===== src/rtl/disp_hms_7seg_scan.sv =====
// rtl/disp_hms_7seg_scan.sv - six-digit HH:MM:SS multiplexed 7-segment scanner with field blink
// Optional: define DISP_COLON_DP_EN to flash the decimal points after HH and MM as a colon.
module disp_hms_7seg_scan #(
    parameter int REFRESH_DIV = 100000,
    parameter int BLINK_DIV   = 50000000
) (
    input  logic       clk,
    input  logic       reset,
    input  logic [3:0] hh_d1,
    input  logic [3:0] hh_d0,
    input  logic [3:0] mm_d1,
    input  logic [3:0] mm_d0,
    input  logic [3:0] ss_d1,
    input  logic [3:0] ss_d0,
    input  logic [1:0] edit_sel,
    input  logic       disp_en,
    output logic [5:0] an,
    output logic [6:0] seg,
    output logic       dp
);

    localparam int RW = (REFRESH_DIV > 2) ? $clog2(REFRESH_DIV) : 1;
    localparam int BW = (BLINK_DIV > 2) ? $clog2(BLINK_DIV) : 1;

    logic [RW-1:0] r_ref_cnt;
    logic [2:0]    r_slot;
    logic [BW-1:0] r_blink_cnt;
    logic          r_blink_phase;
    logic [1:0]    r_edit_q;

    logic [RW-1:0] w_ref_nxt;
    logic [2:0]    w_slot_nxt;
    logic [BW-1:0] w_blink_nxt;
    logic          w_phase_nxt;
    logic [3:0]    w_digit;
    logic [6:0]    w_dec;
    logic          w_blank;
    logic [6:0]    w_seg_nxt;
    logic [5:0]    w_an_nxt;

    // Outputs are computed from the next counter state so they line up with the counters.
    always_comb begin
        w_ref_nxt  = r_ref_cnt + RW'(1);
        w_slot_nxt = r_slot;
        if (r_ref_cnt == RW'(REFRESH_DIV - 1)) begin
            w_ref_nxt  = '0;
            w_slot_nxt = (r_slot == 3'd5) ? 3'd0 : r_slot + 3'd1;
        end
    end

    always_comb begin
        w_blink_nxt = r_blink_cnt + BW'(1);
        w_phase_nxt = r_blink_phase;
        if (edit_sel != r_edit_q) begin
            w_blink_nxt = '0;
            w_phase_nxt = 1'b0;
        end else if (r_blink_cnt == BW'(BLINK_DIV - 1)) begin
            w_blink_nxt = '0;
            w_phase_nxt = ~r_blink_phase;
        end
    end

    always_comb begin
        case (w_slot_nxt)
            3'd0:    w_digit = ss_d0;
            3'd1:    w_digit = ss_d1;
            3'd2:    w_digit = mm_d0;
            3'd3:    w_digit = mm_d1;
            3'd4:    w_digit = hh_d0;
            default: w_digit = hh_d1;
        endcase
    end

    always_comb begin
        case (w_digit)
            4'd0:    w_dec = 7'b1000000;
            4'd1:    w_dec = 7'b1111001;
            4'd2:    w_dec = 7'b0100100;
            4'd3:    w_dec = 7'b0110000;
            4'd4:    w_dec = 7'b0011001;
            4'd5:    w_dec = 7'b0010010;
            4'd6:    w_dec = 7'b0000010;
            4'd7:    w_dec = 7'b1111000;
            4'd8:    w_dec = 7'b0000000;
            4'd9:    w_dec = 7'b0010000;
            default: w_dec = 7'b1111111;
        endcase
    end

    // Slot pairs {0,1},{2,3},{4,5} are seconds, minutes, hours; edit codes 3,2,1 respectively.
    always_comb begin
        w_blank   = w_phase_nxt && (edit_sel != 2'd0) && (w_slot_nxt[2:1] == 2'd3 - edit_sel);
        w_seg_nxt = w_blank ? 7'b1111111 : w_dec;
        w_an_nxt  = (!disp_en || w_ref_nxt == '0) ? 6'b111111 : ~(6'b000001 << w_slot_nxt);
    end

    always_ff @(posedge clk or posedge reset) begin
        if (reset) begin
            r_ref_cnt     <= '0;
            r_slot        <= 3'd0;
            r_blink_cnt   <= '0;
            r_blink_phase <= 1'b0;
            r_edit_q      <= 2'd0;
            an            <= 6'b111111;
            seg           <= 7'b1111111;
        end else begin
            r_ref_cnt     <= w_ref_nxt;
            r_slot        <= w_slot_nxt;
            r_blink_cnt   <= w_blink_nxt;
            r_blink_phase <= w_phase_nxt;
            r_edit_q      <= edit_sel;
            an            <= w_an_nxt;
            seg           <= w_seg_nxt;
        end
    end

`ifdef DISP_COLON_DP_EN
    logic w_dp_nxt;

    // Colon flashes with the blink phase but ignores edit blanking.
    always_comb begin
        w_dp_nxt = !(disp_en && (w_ref_nxt != '0) && !w_phase_nxt &&
                     (w_slot_nxt == 3'd2 || w_slot_nxt == 3'd4));
    end

    always_ff @(posedge clk or posedge reset) begin
        if (reset) begin
            dp <= 1'b1;
        end else begin
            dp <= w_dp_nxt;
        end
    end
`else
    assign dp = 1'b1;
`endif

endmodule


===== config.mk =====
export PLATFORM = sky130hd
export DESIGN_NAME = disp_hms_7seg_scan
export DESIGN_NICKNAME = d
export VERILOG_FILES = /design/src/rtl/disp_hms_7seg_scan.sv
export SDC_FILE = /design/constraint.sdc
export NUM_CORES = 1
export LEC_CHECK = 0
export ABC_AREA = 1
export CAP_MARGIN = 0
export CORE_MARGIN = 5
export CORE_UTILIZATION = 43
export CTS_BUF_LIST = sky130_fd_sc_hd__clkbuf_2
export CTS_CLUSTER_DIAMETER = 150
export DETAILED_ROUTE_END_ITERATION = 10
export GPL_TIMING_DRIVEN = 0
export HOLD_SLACK_MARGIN = 0.02
export PLACE_DENSITY_LB_ADDON = 0.1
export SLEW_MARGIN = 10
export SYNTH_ARGS = -nofsm -noshare
export SYNTH_HDL_FRONTEND = slang
export SYNTH_SLANG_ARGS = --single-unit

===== constraint.sdc =====
create_clock -name clk -period 3.6 [get_ports clk]
set_clock_uncertainty 0.05 [all_clocks]
set_input_delay 0.9 -clock clk [delete_from_list [all_inputs] [get_ports clk]]
set_output_delay 0.9 -clock clk [all_outputs]
set_load 0.03 [all_outputs]

==> flow_summary.toml <==
[setup_path]
crit_required_ns = 4.00
worstSetupEndpointType = "register"
startpoint_type = "register"
critPathKind = "register to register"
crit_fanout = 7
arrival_ns = 3.19
reg2reg_from = "r_ref_cnt[0]$_DFF_PP0_"
crit_start = "r_ref_cnt[0]$_DFF_PP0_"

[synthesis]
synth_xor_area_frac = 0.03024
syn_area_mm2 = 0.003765
synth-seq-area-share = 0.4164
synth_ff_type = "dfrtp_1"
synth_mux_area_frac = 0
yosysUniqueCellTypes = 40
avgSynthCellArea_um2 = 7.470
synth_seq_cells = 62
synth_fa_ha_area_frac = 0.01662
syn_inst = 504
synth_compound_area_frac = 0.05683
synth_simple_gate_area_frac = 0.3938
synth_edf_count = 0
yosys_warnings = 0
async_reset_ff_frac = 1.000
syn_nets = 538
synth_top_family_by_area = "simple AND/OR/NAND/NOR gates"

[routing]
finalWirelength_um = 8680
vias = 3358
viasPerCell = 5.019
drc = 0
dr.first_iter.drc_count = 142
detail-route-antenna-nets = 0
drt-pass1-iter-count = 5
wire_per_inst_um = 12.97

[global_routing]
antenna_found_initial = 0
grt_pass1_wl_um = 15030
grt_pass1_vias = 3304
grt_use_total = 0.1678
grt_overflow = 0
grt_max_degree = 63

[cts]
cts_tree = "done"
cts_resized = 0
cts.path.max_buffers = 2
cts-buffers-inserted = 9
clock-sinks = 62
cts-root-buf = "clkbuf_2"
hold_buffers = 0
postCtsSetupBuffers = 0
ctsHtreeMaxLevel = 3
clk-insertion-delay-late_ns = 0.50
path_clk_slew_ns = 0.21

[floorplanning]
row_count = 34
fp.coreArea_mm2 = 0.008636
pin_count = 43
initial_core_util = 0.4360
fp.dieW_um = 103.6
die_area_mm2 = 0.01073
fp.dieH_um = 103.6

[cells_and_area]
syn2layout_area_growth_pct = 18.38
nets = 590
finalInstanceArea_mm2 = 0.004457
antenna-diode-count = 0
drive_gt1_frac = 0.1444
final_cells = 669

[power_and_ir_drop]
leakage_nw = 2.068
ir_drop_v = 0.0002058
pwr_density_cell_mw_per_mm2 = 305.9

[worst_hold_path]
hold_path.class = "register to register"
hp-start = "r_blink_cnt[0]$_DFF_PP0_"

[job]
max-cap-violations = 0

[placed_design]
post-place-ws_ns = 0.3777
placedCellCount = 653
gp_congestion = 0.9337
hpwl_um = 6759
postPlaceCellArea_mm2 = 0.004313
io_buffers = 41

[timing]
fmax_ghz = 0.3576
worst_pin_slew_ns = 0.7590
rsz0062_at_grt = "false"
hold_viol_final = 0
finalSetupViolations = 0
finalMaxSlewViolations = 0
layout_setup_ws_ns = 0.8032
fin_crit_sh = 0.7769
fin_crit_ns = 2.797
max_slew_margin = 0.4940

[status]
status = "completed"
## layout by cell type (no fill, tap or decap), types with 13 or more instances in the layout
| master | count |
|---|---|
| a21oi_1 | 14 |
| nor3_1 | 20 |
| nand2_1 | 100 |
| inv_1 | 66 |
| dfrtp_1 | 49 |
| nand4_1 | 17 |
| dfstp_2 | 13 |
| clkdlybuf4s50_1 | 41 |
| nand3_1 | 53 |
| nor2_1 | 66 |
## metrics by stage
| step | power (W) | setup TNS, ns | utilization | hold WS [ns] |
|---|---|---|---|---|
| 2_1_floorplan | 0.0008008 | 0 | - | 0.3829 |
| 3_3_place_gp | 0.0008631 | -1.229 | 0.4991 | 0.4018 |
| 3_5_place_dp | 0.0008653 | 0 | 0.4994 | 0.4175 |
| 4_1_cts | 0.001388 | 0 | 0.5161 | 0.4428 |
| 5_1_grt | 0.001430 | 0 | 0.5161 | 0.4584 |
| 6_report | 0.001363 | 0 | 0.5161 | 0.4331 |
## worst max-delay path: stages, from the launching register on
cell,delay [ns]
dfrtp_1,0.41
ha_1,0.19
nand2_2,0.12
nor2_8,0.16
nand3_1,0.11
nor2_2,0.15
nand3_1,0.13
nand2_4,0.15
nand2_4,0.08
nand2_2,0.12
nand3_1,0.15
o21bai_4,0.24
inv_1,0.11
ha_1,0.30
or2_0,0.22
nand2_1,0.07
## cell type report
class                      count  area (um2)
fill                         837        4179
multi-input combinational    359        1877
sequential                    62        1568
timing repair buffer          41       410.4
inverter                      79       301.5
tap                          108       135.1
clock inverter                 7       98.84
clock buffer                   9       45.04
buffer                         4       21.27
## logic make-up after synthesis
group / count (synthesis)
other cells: 1
fa+ha+maj: 5
buf+inv: 83
compound gates: 32
flops: 62
simple gates: 308
xor+xnor: 13
## registers in the layout, indices dropped and copies added (netlist names)
name	count
r_blink_cnt	26
r_ref_cnt	17
seg	7
an	6
r_slot	3
r_edit_q	2
r_blink_phase	1
## synth_stat cells, types with 2 or more instances
cell	n	area share
a31oi_1	3	0.0050
nand2_1	100	0.10
nand3_1	53	0.070
a21oi_1	14	0.019
nor2_2	10	0.017
buf_2	2	0.0027
nand4_1	17	0.028
o21a_1	2	0.0040
o21ai_0	7	0.0093
nor3_1	20	0.027
nand2_4	5	0.015
nand3b_1	2	0.0040
inv_2	10	0.010
or2_0	2	0.0033
and3_1	2	0.0033
dfstp_2	13	0.091
ha_1	5	0.017
inv_1	67	0.067
xnor2_1	2	0.0047
nor2_1	66	0.066
nor4_1	10	0.017
xor2_1	11	0.026
nand2_2	12	0.020
o21bai_4	2	0.010
dfrtp_1	49	0.33
nand3_2	4	0.011
## power by group
part	internal, W	leakage, nW	total, W	switching, W
clock network	0.000232	0.0821	0.000513	0.000281
logic	0.0000584	1.18	0.000133	0.0000748
registers	0.000714	0.801	0.000717	0.00000365
## path summary, 6_finish.rpt
| kind | cells after the start | slack [ns] | endpoint |
|---|---|---|---|
| setup / recovery | 15 | 0.80 | seg[1]$_DFF_PP1_ |
| hold / removal | 1 | 0.43 | r_blink_cnt[0]$_DFF_PP0_ |
| max in group asynchronous | 2 | 2.17 | r_ref_cnt[10]$_DFF_PP0_ |
| hold reg to reg | 1 | 0.43 | r_blink_cnt[0]$_DFF_PP0_ |
| setup reg to reg | 15 | 0.80 | seg[1]$_DFF_PP1_ |
| min in group asynchronous | 2 | 0.78 | r_blink_cnt[0]$_DFF_PP0_ |
## metal layers
layer  GRT usage  vias to the layer above  share of wire
met5           0                        -              0
met3     0.04042                       14          0.050
met1      0.2260                     1541           0.46
met2      0.2641                       73           0.47
li1            -                     1730              -
met4     0.05623                        0          0.018
(Power assumes the default switching activity.)
